--- src/rtl/alu_share_arbiter.sv ---
// Round-robin arbiter sharing one combinational ALU between two requesters,
// with registered operands and a per-requester response channel.
// Optional: define ALU_ARB_OPCHK_EN to reject unsupported ALU ops with rsp_err.
`timescale 1ns/1ps
module alu_share_arbiter #(
  parameter int WIDTH  = 64,
  parameter int CTRL_W = 4
) (
  input  logic              clk,
  input  logic              reset_n,
  input  logic              req0_valid,
  output logic              req0_ready,
  input  logic [WIDTH-1:0]  req0_a,
  input  logic [WIDTH-1:0]  req0_b,
  input  logic [CTRL_W-1:0] req0_ctrl,
  input  logic              req1_valid,
  output logic              req1_ready,
  input  logic [WIDTH-1:0]  req1_a,
  input  logic [WIDTH-1:0]  req1_b,
  input  logic [CTRL_W-1:0] req1_ctrl,
  output logic [WIDTH-1:0]  alu_a,
  output logic [WIDTH-1:0]  alu_b,
  output logic [CTRL_W-1:0] alu_ctrl,
  input  logic [WIDTH-1:0]  alu_result,
  input  logic              alu_zero,
  output logic              rsp0_valid,
  input  logic              rsp0_ready,
  output logic              rsp1_valid,
  input  logic              rsp1_ready,
  output logic [WIDTH-1:0]  rsp_data,
  output logic              rsp_zero,
`ifdef ALU_ARB_OPCHK_EN
  output logic              rsp_err,
`endif
  output logic              busy
);

  typedef enum logic [1:0] {
    IDLE  = 2'd0,
    ISSUE = 2'd1,
    RESP  = 2'd2
  } state_t;

  state_t            state;
  logic              ptr;
  logic              owner;
  logic              winner;
  logic              accept;
  logic              rsp_done;
  logic [WIDTH-1:0]  sel_a;
  logic [WIDTH-1:0]  sel_b;
  logic [CTRL_W-1:0] sel_ctrl;

`ifdef ALU_ARB_OPCHK_EN
  function automatic logic op_legal(input logic [CTRL_W-1:0] c);
    return (c == CTRL_W'(4'b0010)) || (c == CTRL_W'(4'b0000)) ||
           (c == CTRL_W'(4'b0001)) || (c == CTRL_W'(4'b0110));
  endfunction
`endif

  // NOTE: every signal written in always_comb gets a default first, so no path can infer a latch.
  always_comb begin
    winner = 1'b0;
    if (req0_valid && req1_valid) winner = ptr;
    else if (req1_valid)          winner = 1'b1;
  end

  // reset_n gates ready so no handshake can be offered while reset is held.
  assign req0_ready = reset_n && (state == IDLE) && req0_valid && !winner;
  assign req1_ready = reset_n && (state == IDLE) && req1_valid &&  winner;
  assign accept     = req0_ready || req1_ready;

  assign sel_a    = winner ? req1_a    : req0_a;
  assign sel_b    = winner ? req1_b    : req0_b;
  assign sel_ctrl = winner ? req1_ctrl : req0_ctrl;

  assign rsp_done = (rsp0_valid && rsp0_ready) || (rsp1_valid && rsp1_ready);
  assign busy     = (state != IDLE);

  // NOTE: sequential state uses non-blocking assignments only, so every register samples pre-edge values.
  always_ff @(posedge clk or negedge reset_n) begin
    if (!reset_n) begin
      state      <= IDLE;
      ptr        <= 1'b0;
      owner      <= 1'b0;
      alu_a      <= '0;
      alu_b      <= '0;
      alu_ctrl   <= '0;
      rsp0_valid <= 1'b0;
      rsp1_valid <= 1'b0;
      rsp_data   <= '0;
      rsp_zero   <= 1'b0;
`ifdef ALU_ARB_OPCHK_EN
      rsp_err    <= 1'b0;
`endif
    end else begin
      case (state)
        IDLE: begin
          if (accept) begin
            owner <= winner;
            ptr   <= ~winner;
`ifdef ALU_ARB_OPCHK_EN
            // Illegal ops never reach the ALU; answer with an error response directly.
            if (!op_legal(sel_ctrl)) begin
              rsp_data   <= '0;
              rsp_zero   <= 1'b0;
              rsp_err    <= 1'b1;
              rsp0_valid <= ~winner;
              rsp1_valid <=  winner;
              state      <= RESP;
            end else
`endif
            begin
              alu_a    <= sel_a;
              alu_b    <= sel_b;
              alu_ctrl <= sel_ctrl;
              state    <= ISSUE;
            end
          end
        end
        ISSUE: begin
          rsp_data   <= alu_result;
          rsp_zero   <= alu_zero;
`ifdef ALU_ARB_OPCHK_EN
          rsp_err    <= 1'b0;
`endif
          rsp0_valid <= ~owner;
          rsp1_valid <=  owner;
          state      <= RESP;
        end
        RESP: begin
          if (rsp_done) begin
            rsp0_valid <= 1'b0;
            rsp1_valid <= 1'b0;
`ifdef ALU_ARB_OPCHK_EN
            rsp_err    <= 1'b0;
`endif
            state      <= IDLE;
          end
        end
        default: state <= IDLE;
      endcase
    end
  end

endmodule

--- config.mk ---
export PLATFORM = sky130hd
export DESIGN_NAME = alu_share_arbiter
export DESIGN_NICKNAME = d
export VERILOG_FILES = /design/src/rtl/alu_share_arbiter.sv
export SDC_FILE = /design/constraint.sdc
export NUM_CORES = 1
export LEC_CHECK = 0
export BUFFER_PORTS_ARGS = -buffer_cell sky130_fd_sc_hd__buf_2
export CAP_MARGIN = 10
export CORE_AREA = 2 2 209 211
export DETAILED_ROUTE_END_ITERATION = 7
export DIE_AREA = 0 0 211 213
export SYNTH_ARGS = -nofsm -noshare
export SYNTH_HDL_FRONTEND = slang
export SYNTH_SLANG_ARGS = --single-unit
export TNS_END_PERCENT = 50
--- constraint.sdc ---
create_clock -name clk -period 3.8 [get_ports clk]
set_input_delay 0.19 -clock clk [delete_from_list [all_inputs] [get_ports clk]]
set_output_delay 0.19 -clock clk [all_outputs]
set_load 0.01 [all_outputs]
---- After elaboration in Yosys (flattened, before gate mapping) ----
Cells that the tools add are included.
word-level totals
  latch bits .............................. 0
  input bits .............................. 335
  bits in read-only memories .............. 0
  output and inout bits ................... 202
  RAM bits ................................ 0
  memories ................................ 0
  bits in registers ....................... 203
  logic and storage cells ................. 44
operators by class
  shift-type cells ........................ 0
  muxes and demuxes ....................... 11
  multipliers ............................. 0
  bitwise logic cells ..................... 2
  div/mod/pow operators ................... 0
  $add $sub $neg .......................... 0
  reductions and logical operators ........ 17
  order comparisons ....................... 0
  equal/unequal tests ..................... 4
operators with widths
  cell                count
  $mux 64             2
  $logic_and 1x1->1   8
  $pmux 2 s3          1
  $reduce_and 2->1    3
  $mux 2              2
  $mux 4              1
  $ne 2x2->1 const B  2
  $pmux 1 s2          2
  $reduce_bool 2->1   2
  $mux 1              3
  $eq 2x1->1 const B  1
  $eq 2x2->1 const B  1
  $logic_not 2->1     1
  $logic_or 1x1->1    2
  $not 1->1           2
  $logic_not 1->1     1

---- Depth between registers and ports, before layout ----
  depth after elaboration ................. 7
  depth in mapped cells ................... 6
  depth with buffers taken out ............ 3

---- Least setup slack after synthesis ----
OpenSTA, ideal clock, no wires.
  kind .................................... reg2reg
  from .................................... register state[1]
  to ...................................... register alu_a[0]
  path slack .............................. 2.204 ns
  stages on the path, launching flop included .. 7
  data required time ...................... 3.677 ns
  period minus slack after synthesis ...... 1.596 ns
  library setup time ...................... 0.123 ns
  buffers on the path ..................... 3
  data arrival time ....................... 1.473 ns
  cells stage by stage .................... dfrtp_1 nand4bb_1 buf_2 buf_6 buf_6 or3_1 o221a_2
on the way
  cells in the longest elaborated chain, start to end .. 6
  elaborated cells on any way between the ends .. 8
  classes of those cells .................. reduce/logical (8)
ends and longest elaborated chain
  what                                               RTL line    source
  start, declared                                    44          state_t state;
  start signal, assigned                             83          state <= IDLE;
  start signal, assigned                             117         state <= ISSUE;
  start signal, assigned                             129         state <= RESP;
  $logic_not 2->1 (*)                                69, 70, 97
  $logic_and 1x1->1                                  69, 70
  $logic_and 1x1->1 (on tied branches) (2 in a row)  69, 70
  $logic_or 1x1->1                                   71          assign accept = req0_ready || req1_ready;
  $reduce_and 2->1 (no source line) (*)              -
  end signal, assigned                               114         alu_a <= sel_a;
  end, declared                                      21          output logic [WIDTH-1:0] alu_a,
Every way passes the cells marked *; elsewhere a longest branch is shown, timed or not.
A chain may end at the register's enable or synchronous reset.

---- Final worst setup path ----
  from .................................... input port reset_n
  to ...................................... register alu_a[51]
on the way
  cells in the longest elaborated chain, start to end .. 5
  elaborated cells on any way between the ends .. 7
  classes of those cells .................. reduce/logical (7)
ends and longest elaborated chain
  what                                               RTL line  source
  start, declared                                    10        input logic reset_n,
  $logic_and 1x1->1 (*)                              69, 70
  $logic_and 1x1->1 (on tied branches) (2 in a row)  69, 70
  $logic_or 1x1->1 (*)                               71
  $reduce_and 2->1 (no source line) (*)              -
Marked as above.

==> reports/metrics.cfg <==
[floorplan]
die_w_um=211
io_pins=537
core_area_um2=42700
initial_core_util_pct=20.3
die_h_um=213
rows=76
fp.dieArea_um2=44900

[synth]
post_synth_inst_count=761
synth.distinct_cells=29
ys_seq_area_share_pct=58.6
synth-compound-area-share_pct=17.7
synth_edf_count=0
synth_xor_area_share_pct=0
synth_top_family_by_area=simple AND/OR/NAND/NOR gates
ys_warn_count=0
synth.most_common_cell=dfrtp_1
synth_fa_ha_area_share_pct=0
synth_area_per_cell_um2=11.4
syn-num-nets=1096
yosys.area_share.simple_pct=19.3
synth-seq-cells=203
synth_top_area_cell=dfrtp_1
syn_area_um2=8660
synth_top_area_share_pct=58.6
synth_ff_type=dfrtp_1
synth_common_cells=dfrtp_1, nand2_1, or3_1
synth_mux_area_share_pct=0
synthArstFlopShare_pct=100
synth_area_leaders=dfrtp_1, o221a_2, or3_1, nand2_1, o221a_1

[timing]
period_share_pct=87.9
fmax_mhz=300
grt_setup_unrepaired=false
setup_viol=0
holdWs_ns=0.0216
finalClockSkew_ns=0.0129
min_period_ns=3.34
slew_headroom_pct=9.67
slew_violations=0
setup_tns_ns=0
tightestPinTransition_ns=1.35
timing.final.ws_setup_ns=0.461
final_hold_viol_count=0

[final_layout]
regArea_um2=5080
drive_above_1_share_pct=42.4
stdcell_count=2122
finalInstanceArea_um2=15600
nets=1891
fin_util_pct=36.5
fillers=4162
multi_input_area_um2=3240
syn2layout_area_growth_pct=80.0

[route]
drtIter0Drc=511
wl_per_cell_um=16.9
drt-total-wl_um=35800
via_per_inst=4.45
remaining_drc_errors=0
dr.pass1.iters=4
ant_nets=0
vias=9433

[grt]
grt_max_degree=135
track_usage_pct=14.9
antenna_found_initial=6
grt_remaining_overflow=0
grt_pass1_vias=9631
grt_pass1_wl_um=52800

[clock_network]
clock_latency_ns=0.52
cts_buffers=25
root_buffer=clkbuf_16
clock_path_buffers=3
cts_max_level=1
cts_tree=yes
post-cts-setup-buffers=0
cts_sinks=203
clkTransAtPathRegs_ns=0.06

[pwr]
power_mw=10.9
p_leak_nw=7.14
vdd_drop_max_uv=301
p_per_area_nw_per_um2=701

[critical_path]
cp.required_ns=4.20
crit_top_cell=dlygate4sd3_1
cp_max_fo=80
cp_cell_sequence=dlygate4sd3_1 > buf_8 > nor3b_4 > nand3_4 > buf_4 > o221a_2 > dlygate4sd3_1
max_stage_delay_ns=0.60
path_class=in -> reg
worst-r2r-cell-count=5
cp.buffers_inverters=4
reg2reg_setup_slack_ns=0.57
cp-start-kind=input pin
worstReg2RegStart=state[1]
worstPathArrival_ns=3.74
cp_top_family=buffers and inverters
critPathSlowestCell=buf_4
r2r-end=alu_a[51]
end_kind=register

[place]
placed_cells=1780
gp_congestion=0.788
pre_cts_ws_ns=1.09
place_area_um2=11800
dp_hpwl_um=23200
portBuffers=536

[worst_hold_path]
holdPathStages=3
hold_path_class=in -> reg
min_from=req0_b[19]
whs_endpoint=alu_b[19]

[run_status]
status=completed

[run]
drv_cap=0

[per-layer routing]
layer  vias to the layer above  track usage, %  routed length [um]
li1                       4387               -                   -
met1                      4521            17.5               14400
met2                       443            25.8               17300
met3                        80            3.54                2540
met4                         2            6.80                1500
met5                         -               0                   7
[area by class of cell]
class                           instances  area share (%)
Antenna cell                            4          0.0642
Clock buffer                           37            4.69
Clock inverter                          6           0.674
Inverter                                4          0.0963
Multi-Input combinational cell        482            20.8
Sequential cell                       203            32.6
Tap cell                              546            4.38
Timing Repair Buffer                  840            36.7
[how the worst max path moves through the flow]
stage	start	endpoint	slack (ns)	cells past startpoint
6_report	reset_n	alu_a[51]	0.46	7
5_1_grt	reset_n	alu_a[60]	0.35	7
4_1_cts	reset_n	alu_a[52]	0.50	7
3_5_place_dp	reset_n	alu_a[52]	1.09	5
3_3_place_gp	reset_n	alu_a[48]	1.16	5
2_1_floorplan	state[1]	alu_a[0]	2.20	6
[cells by family (layout without fill, tap and decap cells)]
family                 after synthesis  in the layout
buffers and inverters               76            887
AO/OA/AOI/OAI                      139            139
flip-flops                         203            203
other                                0              4
AND/OR/NAND/NOR                    343            343
[report_power, final]
part           switching, mW  internal [mW]
logic                   2.18           2.47
registers              0.648           3.20
clock network          0.925           1.52
total                   3.75           7.18
[worst register-to-register path: stages, from the launching register on]
cell and delay [ns]:
dfrtp_1 0.49, nor3b_4 0.32, nand3_4 0.54, buf_4 0.66
o221a_2 0.52, dlygate4sd3_1 0.58
[registers in the layout, summed over array words and instances, names as in the netlist]
register,flops
rsp_data,64
state,2
rsp0_valid,1
ptr,1
owner,1
rsp1_valid,1
alu_ctrl,4
rsp_zero,1
alu_a,64
alu_b,64
[cell usage in the layout (no fill, tap or decap), types with 2 or more instances in the layout]
master	count
and2_4	2
buf_2	535
clkbuf_8	6
dlygate4sd3_1	295
dfrtp_1	203
clkbuf_16	25
clkbuf_1	6
buf_4	8
a21oi_1	2
diode_2	4
o221a_1	56
nand2_1	197
inv_1	4
bufinv_16	3
clkinv_2	3
or3_1	131
nand2b_1	2
o221a_2	76
[repair_timing]
action,4_1_cts,5_1_grt
hold endpoints to repair,231,0
resized for setup,0,0
hold buffers,295,0
No activity file was read; power rests on OpenSTA's default activity.
